--- config.mk ---
export PLATFORM = sky130hd
export DESIGN_NAME = pipeline_flow_controller
export DESIGN_NICKNAME = d
export VERILOG_FILES = /design/src/rtl/pipeline_flow_controller.sv
export SDC_FILE = /design/constraint.sdc
export NUM_CORES = 1
export LEC_CHECK = 0
export ABC_CLOCK_PERIOD_IN_PS = 2300
export CORE_ASPECT_RATIO = 1.25
export CORE_MARGIN = 2
export CORE_UTILIZATION = 29
export CTS_CLUSTER_SIZE = 25
export DETAILED_ROUTE_END_ITERATION = 12
export HOLD_SLACK_MARGIN = 0.02
export PLACE_DENSITY = 0.64
export SLEW_MARGIN = 20
export SYNTH_ARGS = -nofsm -noshare
export SYNTH_HDL_FRONTEND = slang
export SYNTH_SLANG_ARGS = --single-unit
--- constraint.sdc ---
create_clock -name clk -period 2.3 [get_ports clk]
set_input_delay 0.46 -clock clk [delete_from_list [all_inputs] [get_ports clk]]
set_output_delay 0.46 -clock clk [all_outputs]
set_load 0.03 [all_outputs]
--- src/rtl/pipeline_flow_controller.sv ---
// Stall/flush sequencer for the 5-stage core: hazard resolution, debug halt/step
// FSM and saturating stall/flush performance counters.
module pipeline_flow_controller #(
  parameter int unsigned REG_ADDR_W = 5,
  parameter int unsigned CNT_W      = 16
) (
  input  logic                  clk,
  input  logic                  rst_n,
  input  logic [REG_ADDR_W-1:0] id_rs1_addr_i,
  input  logic [REG_ADDR_W-1:0] id_rs2_addr_i,
  input  logic                  id_uses_rs1_i,
  input  logic                  id_uses_rs2_i,
  input  logic                  ex_mem_read_i,
  input  logic [REG_ADDR_W-1:0] ex_rd_addr_i,
  input  logic                  ex_redirect_i,
  input  logic                  mem_busy_i,
  input  logic                  dbg_halt_req_i,
  input  logic                  dbg_step_req_i,
  input  logic                  dbg_resume_req_i,
  input  logic                  cnt_clr_i,
  output logic                  pc_we_o,
  output logic                  if_id_we_o,
  output logic                  id_ex_we_o,
  output logic                  ex_mem_we_o,
  output logic                  mem_wb_we_o,
  output logic                  if_id_flush_o,
  output logic                  id_ex_flush_o,
  output logic                  ex_mem_flush_o,
  output logic                  mem_wb_flush_o,
  output logic                  global_stall_o,
  output logic                  dbg_halted_o,
  output logic [CNT_W-1:0]      stall_cnt_o,
  output logic [CNT_W-1:0]      flush_cnt_o
);

  typedef enum logic [1:0] {StRun, StHaltPend, StHalted, StStep} state_e;

  state_e           r_state;
  state_e           w_state_next;
  logic [CNT_W-1:0] r_stall_cnt;
  logic [CNT_W-1:0] r_flush_cnt;

  logic w_load_use;
  logic w_halted;
  logic w_stall_inc;
  logic w_flush_inc;

  // Load-use hazard; x0 is hardwired zero so it never creates a dependency.
  always_comb begin
    w_load_use = ex_mem_read_i && (ex_rd_addr_i != '0) &&
                 ((id_uses_rs1_i && (id_rs1_addr_i == ex_rd_addr_i)) ||
                  (id_uses_rs2_i && (id_rs2_addr_i == ex_rd_addr_i)));
  end

  assign w_halted    = (r_state == StHalted);
  assign w_stall_inc = !w_halted && (mem_busy_i || w_load_use) && !ex_redirect_i;
  assign w_flush_inc = !w_halted && !mem_busy_i && ex_redirect_i;

  // Debug FSM state register.
  always_ff @(posedge clk) begin
    if (!rst_n) begin
      r_state <= StRun;
    end else begin
      r_state <= w_state_next;
    end
  end

  // Debug FSM next-state logic.
  always_comb begin
    w_state_next = r_state;
    unique case (r_state)
      StRun: begin
        if (dbg_halt_req_i) w_state_next = mem_busy_i ? StHaltPend : StHalted;
      end
      StHaltPend: begin
        if (!mem_busy_i) w_state_next = StHalted;
      end
      StHalted: begin
        if (dbg_resume_req_i)    w_state_next = StRun;
        else if (dbg_step_req_i) w_state_next = StStep;
      end
      StStep: begin
        // Stay until one productive (non-busy) cycle has gone through.
        if (!mem_busy_i) w_state_next = StHalted;
      end
      default: w_state_next = StRun;
    endcase
  end

  // Prioritised pipeline control: freeze > memory wait > redirect > load-use > run.
  always_comb begin
    pc_we_o        = 1'b1;
    if_id_we_o     = 1'b1;
    id_ex_we_o     = 1'b1;
    ex_mem_we_o    = 1'b1;
    mem_wb_we_o    = 1'b1;
    if_id_flush_o  = 1'b0;
    id_ex_flush_o  = 1'b0;
    ex_mem_flush_o = 1'b0;
    mem_wb_flush_o = 1'b0;
    global_stall_o = 1'b0;
    dbg_halted_o   = w_halted;
    if (w_halted) begin
      // Flushes stay low: a flush would override the stall inside the registers.
      global_stall_o = 1'b1;
      pc_we_o        = 1'b0;
      if_id_we_o     = 1'b0;
      id_ex_we_o     = 1'b0;
      ex_mem_we_o    = 1'b0;
      mem_wb_we_o    = 1'b0;
    end else if (mem_busy_i) begin
      pc_we_o     = 1'b0;
      if_id_we_o  = 1'b0;
      id_ex_we_o  = 1'b0;
      ex_mem_we_o = 1'b0;
      mem_wb_we_o = 1'b0;
    end else if (ex_redirect_i) begin
      // ID instruction is on the wrong path, so any load-use match is moot.
      if_id_flush_o = 1'b1;
      id_ex_flush_o = 1'b1;
    end else if (w_load_use) begin
      pc_we_o       = 1'b0;
      if_id_we_o    = 1'b0;
      id_ex_flush_o = 1'b1;
    end
  end

  // Saturating performance counters; clear wins over increment.
  always_ff @(posedge clk) begin
    if (!rst_n || cnt_clr_i) begin
      r_stall_cnt <= '0;
      r_flush_cnt <= '0;
    end else begin
      if (w_stall_inc && (r_stall_cnt != '1)) r_stall_cnt <= r_stall_cnt + 1'b1;
      if (w_flush_inc && (r_flush_cnt != '1)) r_flush_cnt <= r_flush_cnt + 1'b1;
    end
  end

  assign stall_cnt_o = r_stall_cnt;
  assign flush_cnt_o = r_flush_cnt;

endmodule

# [Word-level counts from Yosys, hierarchy flattened]
# Index checks and enable logic that the tools add are counted.
[word_totals] regBits=34 input_bits=26 output_inout_bits=43 elab_cells=56
[classes] add_sub_neg=2 eq_ne=10 muxes=20 reduce_logical=21
[ops] op="$add 16x1->16 const B" n=2
[ops] op="$ne 16x16->1 const B" n=2
[ops] op="$mux 1" n=14
[ops] op="$eq 5x5->1" n=2
[ops] op="$logic_and 1x1->1" n=10
[ops] op="$mux 2" n=5
[ops] op="$pmux 2 s3" n=1
[ops] op="$reduce_bool 5->1" n=1
[ops] op="$eq 2x2->1 const B" n=2
[ops] op="$logic_not 1->1" n=4
[ops] op="$ne 2x2->1 const B" n=2
[ops] op="$logic_or 1x1->1" n=3
[ops] op="$ne 3x3->1 const B" n=1
[ops] op="$reduce_and 3->1" n=1
[ops] op="$eq 2x1->1 const B" n=1
[ops] op="$logic_not 2->1" n=1
[ops] op="$reduce_or 2->1" n=1

# [Longest topological paths before layout]
[logic_depth] depth_word=8 depth_mapped=8 depth_no_buf=7

# [Worst setup path before layout]
# Ideal clock, no wire load.
[synth_path] path_kind="input to output" startpoint="input ex_rd_addr_i[1]" endpoint="output pc_we_o" t_arrival_ps=1790 setup_slack_ps=50 stages=5 path_cell_list="or4_1 o21a_1 nand2_1 o21a_1 buf_4"
[synth_between] elab_chain_len=8
[synth_rtl] item="start, declared" line_no="14" rtl="input logic [REG_ADDR_W-1:0] ex_rd_addr_i,"
[synth_rtl] item="$eq 5x5->1, on equally long branches" line_no="51, 52"
[synth_rtl] item="$logic_and 1x1->1, on equally long branches" line_no="51, 52"
[synth_rtl] item="$logic_or 1x1->1" line_no="51" rtl="((id_uses_rs1_i && (id_rs1_addr_i == ex_rd_addr_i)) ||"
[synth_rtl] item="$logic_and 1x1->1 *" line_no="50" rtl="w_load_use = ex_mem_read_i && (ex_rd_addr_i != '0) &&"
[synth_rtl] item="$mux 1 * (4 in a row)"
[synth_rtl] item="end, declared" line_no="21" rtl="output logic pc_we_o,"
# Mark *: on every way between the ends. The rest lies on a longest branch, timed or not.

# [Final worst setup path]
[layout_path] startpoint="input ex_rd_addr_i[2]" endpoint="output pc_we_o"
[layout_between] elab_chain_len=8
[layout_rtl] item="$eq 5x5->1, on equally long branches" line_no="51, 52"
[layout_rtl] item="$logic_and 1x1->1, on equally long branches" line_no="51, 52"
[layout_rtl] item="$logic_or 1x1->1" line_no="51"
[layout_rtl] item="$logic_and 1x1->1 *" line_no="50"
[layout_rtl] item="$mux 1 *" line_no="121" rtl="end else if (w_load_use) begin"
[layout_rtl] item="$mux 1 *" line_no="117" rtl="end else if (ex_redirect_i) begin"
[layout_rtl] item="$mux 1 *" line_no="111" rtl="end else if (mem_busy_i) begin"
[layout_rtl] item="$mux 1 *" line_no="103" rtl="if (w_halted) begin"
# Marked as above.

==> impl_results.md <==
* Slew @ Worst Pin at 0.693 ns
* R2r startpoint: flush_cnt_o[9]$_SDFFE_PP0P_
* CP top delay family: simple AND/OR/NAND/NOR gates
* Final setup fails at 0
* Initial antenna violation count at 0
* Post-Synthesis Cell Area at roughly 2000 um2
* DR vias/cell at 4.85
* Final setup margin at 0.0723 ns
* Buf+Inv Stages, Crit Path at 2
* CTS tree: built
* Chip height at 96.0 um
* DR WL/cell at 12.7 um
* Slowest CP cell: or4_4
* Critical Path Start: ex_rd_addr_i[2]
* Fin cells at 412
* Reg area at about 680 um2
* P per Cell Area at between 400 and 500 nW/um2
* Overflow after GRT at 0
* Root Buffer: clkbuf_8
* Crit. End Element: primary output
* Starting density of the core at 0.299
* Worst path depth at 6
* Clk slew on worst S/H paths at around 0.060 ns
* Total power at 0.00126 W
* Synth area leader: dfxtp_1
* Most used DFF post-synth: dfxtp_1
* Number of H-tree levels at 2
* Period minus WS final at 2.23 ns
* Share of layout cells above drive strength 1 at 0.178
* Cell Count Post-Placement at 401
* DR vias at 2000
* Crit path kind: primary input to primary output
* CTS hold repair buffers at 0
* Maxcap violations at 0
* Post-route DRC at 0
* Reg-to-reg slack, setup at 0.21 ns
* Startpoint Class: primary input
* Crit path max fanout at 4
* Worst reg2reg path depth at 7
* Nets at 354
* Largest net degree at the start of global routing at 30
* Slew Limit Fails at 0
* Leakage power at 1.02 nW
* Post-Route WL at around 5200 um
* Chip width at ~78 um
* Status: complete, no violations
* Commonest non-fill, non-tap cells in the layout: 44 x clkdlybuf4s50_1, 36 x buf_4, 34 x dfxtp_1
* Sink Count at 34
* Share of the synthesized area in the top cell type at 0.346
* Hold Crit Class: register to register
* Num CTS Buffers at 5
* Worst path arrival time at between 1.5 and 2 ns
* Crit path required time at 1.84 ns
* Core Area at ~6600 um2
* Most used cell along the critical path: o21a_1
* FP Rows at 33
* Worst vdd ir at 0.000219 V
* R2R Path End: flush_cnt_o[8]$_SDFFE_PP0P_
* Top cells by area, synth: dfxtp_1 35%, xnor2_1 9.4%, nor2_1 4.6%
* Clock buffer depth at 2
* Most common cell after layout, fill and taps aside: clkdlybuf4s50_1
* Post-synth EDFFs at 0
* DR pass1 iterations at 4
* Layout area overhead at 50.2%
* Yosys reg bits at 34
* Post-DP HPWL at 3990 um
* Vias in the first global route at 2009
* Post-route cell area at 2950 um2
* Max-slew headroom at 0.536
* Worst Setup EP: pc_we_o
* Worst Skew at 0.00307 ns
* Mapped Cells at 235
* Final hold vios at 0
* Die ar. at 7450 um2
* Crit-path cells: buf_4, or4_4, o21a_1, nand2_1, o21a_1, buf_6
* Antenna viol nets, final at 0
* Unique masters post-synth at 47
* Post-synthesis async set-or-reset flop share at 0
* # IOs at 69
* Syn_area_per_cell at 8.36 um2
* RD Place Congestion at between 0.7 and 0.8
* Clk_lat worst skew at 0.28 ns
* Fmax at 0.449 GHz
* Fill cells at 657
* Worst slack at placement at -0.638 ns
* Worst hold margin at 0.495 ns
* Antenna diodes at 0
* CP max stage delay at 0.53 ns
* Post-DP Area at 2850 um2
* Ys Warns at 0
* DR iter-0 viols at 28
* Area of the multi-input gates at roughly 1200 um2
* Worst hold stages at 2
* PortBufs at 66
* Crit share post-route at 0.969
* Total global-route track usage at 0.147
* Register area share after synthesis at 0.346
* Global-route wire length before repair at 8900 um
## metal layers
| metal | part of all wire | up-vias | wire (um) | GRT usage |
|---|---|---|---|---|
| li1 | - | 1018 | - | - |
| met1 | 0.41 | 911 | 2130 | 0.150 |
| met2 | 0.52 | 63 | 2700 | 0.291 |
| met3 | 0.060 | 8 | 313 | 0.0403 |
| met4 | 0.014 | 0 | 73 | 0.0417 |
| met5 | 0 | - | 0 | 0 |
## repair_timing
item                                    in CTS  in global routing
buffers inserted                             5                  1
endpoints found under the setup margin       4                  3
cloned                                       0                  0
pin swaps                                   17                  3
resized for setup                           36                  0
## Yosys cell counts, types with 2 or more instances
master and n:
a21oi_1 13, inv_1 7, xor2_1 3, clkbuf_1 6, mux2i_1 4, nand4_1 8, or4_1 9, buf_4 6
and4_1 5, o21a_1 2, o21ai_0 4, or2_0 2, nor4_1 6, and2_1 2, nor2_1 24, buf_2 2
ha_1 2, nor2b_1 4, o21ai_1 3, nand2b_1 3, nand3_1 13, and3_1 3, nor3_1 5, o31ai_1 7
xnor2_1 21, nand2_1 14, dfxtp_1 34, or3_1 4
## where the power goes
part           switching, W  total (W)  internal, W
combinational      0.000118   0.000232     0.000114
sequential       0.00000391   0.000596     0.000592
clock              0.000204   0.000435     0.000231
## logic make-up (layout without fill, tap and decap cells)
family / Yosys count / in the layout / share of synthesized area
AOI/OAI and AO/OA: 39 / 39 / 0.141
xor gates and xnor gates: 24 / 24 / 0.107
adders and majority gates: 2 / 2 / 0.0127
buffers and inverters: 22 / 111 / 0.0586
DFF: 34 / 34 / 0.346
muxes: 4 / 4 / 0.0204
other: 1 / 2 / 0.00191
and+or+nand+nor: 109 / 109 / 0.312
## area by class of cell
class                   count  share of cell area
multi-input cells         180               0.399
repair buffers             98               0.297
flip-flops and latches     34               0.231
well taps                  87              0.0369
clock buffers               6              0.0280
inverters                   7             0.00891
## registers in the layout, indices dropped and copies added, names as in the netlist
signal       cells
flush_cnt_o     16
stall_cnt_o     16
r_state          2
## per-stage QoR
stage               TNS, ns  utilization
floorplan                 0            -
global placement      -3.52        0.434
detailed placement    -4.18        0.434
CTS                       0        0.448
global route        -0.0673        0.449
finish                    0        0.449
## worst min-delay path by stage
| stage | startpoint | endpoint | slack [ns] |
|---|---|---|---|
| after floorplan | r_state[0]$_SDFFE_PN0P_ | r_state[1]$_SDFFE_PN0P_ | 0.48 |
| after global placement | stall_cnt_o[11]$_SDFFE_PP0P_ | stall_cnt_o[11]$_SDFFE_PP0P_ | 0.47 |
| after detailed placement | stall_cnt_o[11]$_SDFFE_PP0P_ | stall_cnt_o[11]$_SDFFE_PP0P_ | 0.48 |
| after CTS | stall_cnt_o[11]$_SDFFE_PP0P_ | stall_cnt_o[11]$_SDFFE_PP0P_ | 0.50 |
| after global routing | stall_cnt_o[8]$_SDFFE_PP0P_ | stall_cnt_o[8]$_SDFFE_PP0P_ | 0.53 |
| final | stall_cnt_o[11]$_SDFFE_PP0P_ | stall_cnt_o[11]$_SDFFE_PP0P_ | 0.50 |
## worst min-delay path: stages, from the launching register on
cell and delay [ns]:
dfxtp_1 0.33, nand2_1 0.06, mux2i_1 0.05
(Power assumes the default switching activity.)
